--- config.mk ---
export PLATFORM = sky130hd
export DESIGN_NAME = fetch_next_pc
export DESIGN_NICKNAME = d
export VERILOG_FILES = /design/src/rtl/fetch_pkg.sv /design/src/rtl/fetch_redirect_hold.sv /design/src/rtl/fetch_next_pc.sv
export SDC_FILE = /design/constraint.sdc
export NUM_CORES = 1
export LEC_CHECK = 0
export BUFFER_PORTS_ARGS = -buffer_cell sky130_fd_sc_hd__buf_2
export CAP_MARGIN = 25
export CORE_MARGIN = 3
export CORE_UTILIZATION = 30
export DETAILED_ROUTE_END_ITERATION = 8
export PLACE_DENSITY_LB_ADDON = 0.2
export SLEW_MARGIN = 15
export SYNTH_ARGS = -nofsm -noshare
export SYNTH_HDL_FRONTEND = slang
export SYNTH_SLANG_ARGS = --single-unit
--- constraint.sdc ---
create_clock -name clk -period 6.8 [get_ports clk]
set_input_delay 1.7 -clock clk [delete_from_list [all_inputs] [get_ports clk]]
set_output_delay 1.7 -clock clk [all_outputs]
set_load 0.05 [all_outputs]
--- src/rtl/fetch_pkg.sv ---
// Shared constants and FSM state type for the fetch front end.
package fetch_pkg;

  localparam logic [31:0]     NOP_INSTR       = 32'hD503201F;
  localparam int unsigned     INSTR_BYTES_DEF = 4;

  typedef enum logic [0:0] {
    FS_RUN  = 1'b0,
    FS_PEND = 1'b1
  } fetch_state_e;

endpackage

--- src/rtl/fetch_redirect_hold.sv ---
// Parks a redirect target that arrives while the front end is frozen.
// The PEND state bit lives here alongside the target register.
module fetch_redirect_hold
  import fetch_pkg::*;
#(
  parameter int unsigned XLEN = 64
) (
  input  logic            clk,
  input  logic            Reset,
  input  logic            capture,
  input  logic            resume,
  input  logic [XLEN-1:0] capture_target,
  output logic            pending,
  output logic [XLEN-1:0] target
);

  fetch_state_e    state_q, state_d;
  logic [XLEN-1:0] target_q, target_d;

  // State and target register
  always_ff @(posedge clk) begin
    if (Reset) begin
      state_q  <= FS_RUN;
      target_q <= '0;
    end else begin
      state_q  <= state_d;
      target_q <= target_d;
    end
  end

  // Next-state logic; a newer redirect never overwrites a parked one
  always_comb begin
    state_d  = state_q;
    target_d = target_q;
    case (state_q)
      FS_RUN: begin
        if (capture) begin
          state_d  = FS_PEND;
          target_d = capture_target;
        end
      end
      FS_PEND: begin
        if (resume) state_d = FS_RUN;
      end
      default: state_d = FS_RUN;
    endcase
  end

  assign pending = (state_q == FS_PEND);
  assign target  = target_q;

endmodule

--- src/rtl/fetch_next_pc.sv ---
// Next-PC mux and IF/ID pipeline register for the fetch front end.
// Optional redirect counter enabled by defining FETCH_STATS_EN.
module fetch_next_pc
  import fetch_pkg::*;
#(
  parameter int unsigned     XLEN        = 64,
  parameter logic [XLEN-1:0] RESET_PC    = '0,
  parameter int unsigned     INSTR_BYTES = INSTR_BYTES_DEF
) (
  input  logic            clk,
  input  logic            Reset,
  input  logic [XLEN-1:0] PC,
  input  logic [31:0]     Instr,
  input  logic            Stall,
  input  logic            BrTaken,
  input  logic [XLEN-1:0] BrTarget,
  output logic [XLEN-1:0] NextPC,
  output logic            PCStall,
  output logic [XLEN-1:0] IFID_PC,
  output logic [31:0]     IFID_Instr,
  output logic            IFID_Valid
`ifdef FETCH_STATS_EN
  ,
  output logic [31:0]     RedirectCount
`endif
);

  logic            pending;
  logic [XLEN-1:0] pend_target;
  logic            redirect_c;
  logic            capture_c;
  logic            resume_c;

  assign capture_c = Stall && BrTaken && !pending;
  assign resume_c  = pending && !Stall;

  fetch_redirect_hold #(
    .XLEN (XLEN)
  ) u_hold (
    .clk            (clk),
    .Reset          (Reset),
    .capture        (capture_c),
    .resume         (resume_c),
    .capture_target (BrTarget),
    .pending        (pending),
    .target         (pend_target)
  );

  // Next-PC mux; a parked redirect is older than any new BrTaken
  always_comb begin
    NextPC     = PC + XLEN'(INSTR_BYTES);
    PCStall    = 1'b0;
    redirect_c = 1'b0;
    if (Reset) begin
      NextPC = RESET_PC;
    end else begin
      PCStall = Stall;
      if (!Stall) begin
        if (pending) begin
          NextPC     = pend_target;
          redirect_c = 1'b1;
        end else if (BrTaken) begin
          NextPC     = BrTarget;
          redirect_c = 1'b1;
        end
      end
    end
  end

  // IF/ID register; a redirect squashes the slot into a bubble
  always_ff @(posedge clk) begin
    if (Reset) begin
      IFID_PC    <= '0;
      IFID_Instr <= NOP_INSTR;
      IFID_Valid <= 1'b0;
    end else if (!Stall) begin
      IFID_PC    <= PC;
      IFID_Instr <= redirect_c ? NOP_INSTR : Instr;
      IFID_Valid <= !redirect_c;
    end
  end

`ifdef FETCH_STATS_EN
  // Saturating count of applied redirects
  always_ff @(posedge clk) begin
    if (Reset) begin
      RedirectCount <= '0;
    end else if (redirect_c && (RedirectCount != 32'hFFFF_FFFF)) begin
      RedirectCount <= RedirectCount + 32'd1;
    end
  end
`endif

endmodule

==> qor.log <==
qor: run_status.outcome complete, no violations
qor: setup_path.critical_path.n_buffers_inverters 2
qor: routing.detailed_route_wire_length_per_cell 20.3 um
qor: hold_path.worst_hold_startpoint u_hold.target[31]
qor: global_routing.antenna_violations_before_repair 3
qor: timing.finalClockSkew 0.00537 ns
qor: clocking.cts_root_buf clkbuf_16
qor: setup_path.crit-reg2reg-launch u_hold.pending
qor: global_routing.residual_overflow_from_global_routing 0
qor: setup_path.worstPathCellList buf_2, nand4_4, nor4_1, nand4_1, a2111oi_1, buf_2
qor: synthesis.synth.avg_cell_area 7.78 um2
qor: routing.totalWireLength 37.2 mm
qor: synthesis.synth_xor_xnor_area_share 3.39%
qor: synthesis.synth_seq_cells 162
qor: setup_path.startpoint_type input port
qor: layout.num-nets-final 1596
qor: setup_path.max_stage_delay 0.68 ns
qor: synthesis.synth_fa_ha_area_share 0.138%
qor: timing.fin_tns_setup 0 ns
qor: timing.setup_viol 0
qor: layout.final.fill_count 3102
qor: timing.timing.slew.headroom 46.0%
qor: run.max_cap_viol_count 0
qor: timing.grt_setup_unrepaired false
qor: synthesis.number_of_synthesized_flops_with_an_enable_pin 0
qor: clocking.cts_tree built
qor: synthesis.netlist_area 0.00905 mm2
qor: timing.pnr_worst_setup_slack 0.919 ns
qor: setup_path.number_of_cells_on_the_worst_reg_to_reg_path 6
qor: synthesis.post_synth_most_frequent_cells 183 x nand2_1, 162 x dfxtp_1, 117 x nor2_1, 109 x a21oi_1, 81 x mux2i_1
qor: synthesis.ys_types 57
qor: synthesis.proportion_of_synthesized_chip_area_in_sequential_cells 35.8%
qor: synthesis.synth_compound_area_share 18.2%
qor: floorplan.chip_width 180 um
qor: timing.finalHoldViolCount 0
qor: place.dp_hpwl 27.6 mm
qor: clocking.total_setup_buffers_inserted_after_cts 0
qor: timing.drv_slew 0
qor: synthesis.dominant_combinational_cell_family_by_area_after_synthesis simple AND/OR/NAND/NOR gates
qor: setup_path.crit_slowest_cell nor4_1
qor: power_and_ir_drop.p_leak 4.84 nW
qor: floorplan.floorplan.initialDensity 31.0%
qor: synthesis.synth_top_flop_cell dfxtp_1
qor: global_routing.grt_start_max_net_pins 89
qor: clocking.cts_htree_levels 4
qor: hold_path.min_to u_hold.target[31]
qor: synthesis.synth.most_common_cell nand2_1
qor: setup_path.criticalPathCategory in2out
qor: synthesis.synth.top_cell.area_share 35.8%
qor: layout.final_cell_area 0.0116 mm2
qor: setup_path.worst-r2r-setup-slack 3.75 ns
qor: clocking.numCtsBuffers 17
qor: floorplan.ios 326
qor: place.post-place-ws 0.960 ns
qor: setup_path.worst_path_dominant_cell_family simple AND/OR/NAND/NOR gates
qor: timing.fin_crit 5.88 ns
qor: routing.number_of_vias_in_the_routed_layout 9681
qor: timing.final.period_utilization 86.5%
qor: synthesis.post-synth-top-area-cell dfxtp_1
qor: timing.worst-slew-pin-transition 0.810 ns
qor: place.buffer_ports.inserted 325
qor: setup_path.r2r_end u_hold.target[47]
qor: layout.drive_above_1_share 27.9%
qor: synthesis.async_reset_ff_share 0%
qor: place.routabilityCongestion 0.853
qor: clocking.clk_pin_slew 0.07 ns
qor: routing.detailedRoute.firstPassIterationCount 5
qor: setup_path.required_arrival_time_at_the_worst_endpoint 5.10 ns
qor: clocking.clock_insertion_delay_worst_skew 0.44 ns
qor: power_and_ir_drop.power.ir.vdd_worst 0.181 mV
qor: routing.remaining_drc_errors 0
qor: synthesis.mux_cell_area_share_after_synthesis 8.96%
qor: floorplan.fp-row-count 62
qor: power_and_ir_drop.power.density 236 mW/mm2
qor: floorplan.design.die.area 0.0323 mm2
qor: synthesis.syn_nets 1328
qor: synthesis.postSynthCellCount 1163
qor: layout.area_growth 27.9%
qor: routing.vias_cell 5.29
qor: global_routing.grt_first_pass_wirelength 55.0 mm
qor: hold_path.hold_path.class reg2reg
qor: timing.maxClockFrequency 170 MHz
qor: clocking.clockBufferDepth 2
qor: power_and_ir_drop.post-layout-total-power 2.73 mW
qor: setup_path.path_max_fanout 10
qor: clocking.tritoncts_num_sinks 162
qor: floorplan.design.core.area 0.0292 mm2
qor: global_routing.vias_in_the_first_global_route 9097
qor: synthesis.netlist_top_cells_area dfxtp_1 36%, mux2i_1 9.0%, nand2_1 7.6%
qor: setup_path.sort_of_element_at_the_end_of_the_critical_path output pin
qor: synthesis.synthesis_warnings 0
qor: timing.final.hold.worst_slack 0.454 ns
qor: setup_path.crit_top_cell buf_2
qor: clocking.post_cts.resized_instances 0
qor: synthesis.synthSimpleGateAreaFrac 28.8%
qor: clocking.cts-hold-fix-buffers 0
qor: floorplan.die_y 180 um
qor: routing.ant_nets 0
qor: setup_path.critical_path_arrival 4.18 ns
qor: hold_path.worstHoldPathCells 2
qor: global_routing.globalRouteTotalUtil 21.9%
qor: place.placedInstanceArea 0.0109 mm2
qor: routing.detailedRoute.firstIterationViolations 743
-- layout make-up --
type,count,area [um2],share of cell area [%]
Clock inverter,14,188,1.62
Multi-Input combinational cell,888,5390,46.5
Clock buffer,18,439,3.79
Antenna cell,2,5.00,0.0432
Inverter,21,78.8,0.681
Tap cell,384,480,4.15
Sequential cell,162,3250,28.0
Timing Repair Buffer,341,1760,15.2
-- worst register-to-register path, stage by stage (launching register included) --
cell and delay [ns]:
dfxtp_4 0.83, buf_4 0.75, nor2b_1 0.24, and2_2 0.51, buf_4 0.38, nand2_1 0.13, a21oi_1 0.07
-- sequential cells by signal, indices dropped and copies added (netlist names) --
register / cells
u_hold.target: 64
u_hold.pending: 1
IFID_Valid: 1
IFID_Instr: 32
IFID_PC: 64
-- per-stage QoR --
stage | utilization, % | std cells
global placement | 37.4 | 1796
floorplan | - | 1163
finish | 39.6 | 1830
detailed placement | 37.4 | 1796
CTS | 39.6 | 1828
global route | 39.6 | 1829
-- how the worst max path moves through the flow --
stage	from	slack [ns]	to	depth (start not counted)
6_report	PC[19]	0.92	NextPC[53]	6
5_1_grt	PC[4]	0.75	NextPC[53]	6
4_1_cts	PC[4]	0.97	NextPC[53]	6
3_5_place_dp	PC[4]	0.96	NextPC[53]	6
3_3_place_gp	PC[4]	1.0	NextPC[53]	6
2_1_floorplan	PC[9]	0.52	NextPC[53]	5
-- cell usage in the layout, fill, tap and decap left out, drive strengths merged, types with 20 or more instances in the layout --
| cell | instances |
|---|---|
| dfxtp | 162 |
| nand4 | 31 |
| nor2 | 117 |
| nand2 | 183 |
| mux2i | 81 |
| a211oi | 51 |
| nand3 | 30 |
| nor2b | 20 |
| xnor2 | 29 |
| nor4 | 20 |
| buf | 341 |
| a21oi | 109 |
| inv | 31 |
-- power by group --
group	switching (mW)	total, mW	internal [mW]	leakage (nW)
clock	0.463	1.07	0.603	0.311
combinational	0.466	0.643	0.177	3.19
sequential	0.0289	1.02	0.996	1.33
total	0.958	2.73	1.78	4.84
-- logic make-up after synthesis --
| logic type | after synthesis |
|---|---|
| flip-flops | 162 |
| AND/OR/NAND/NOR | 515 |
| XOR/XNOR | 35 |
| multiplexers | 81 |
| AO/OA/AOI/OAI | 256 |
| buffers and inverters | 113 |
| adder cells (fa/ha/maj) | 1 |
-- layer usage --
| metal | part of all wire (%) | track usage, % | routed length, um | vias up |
|---|---|---|---|---|
| met5 | 0.073 | 0 | 27 | - |
| met4 | 1.4 | 5.72 | 529 | 4 |
| met3 | 8.6 | 7.19 | 3200 | 26 |
| met2 | 50 | 38.4 | 18500 | 365 |
| met1 | 40 | 25.7 | 14900 | 4591 |
| li1 | - | - | - | 4695 |
No activity file was read; power rests on OpenSTA's default activity.
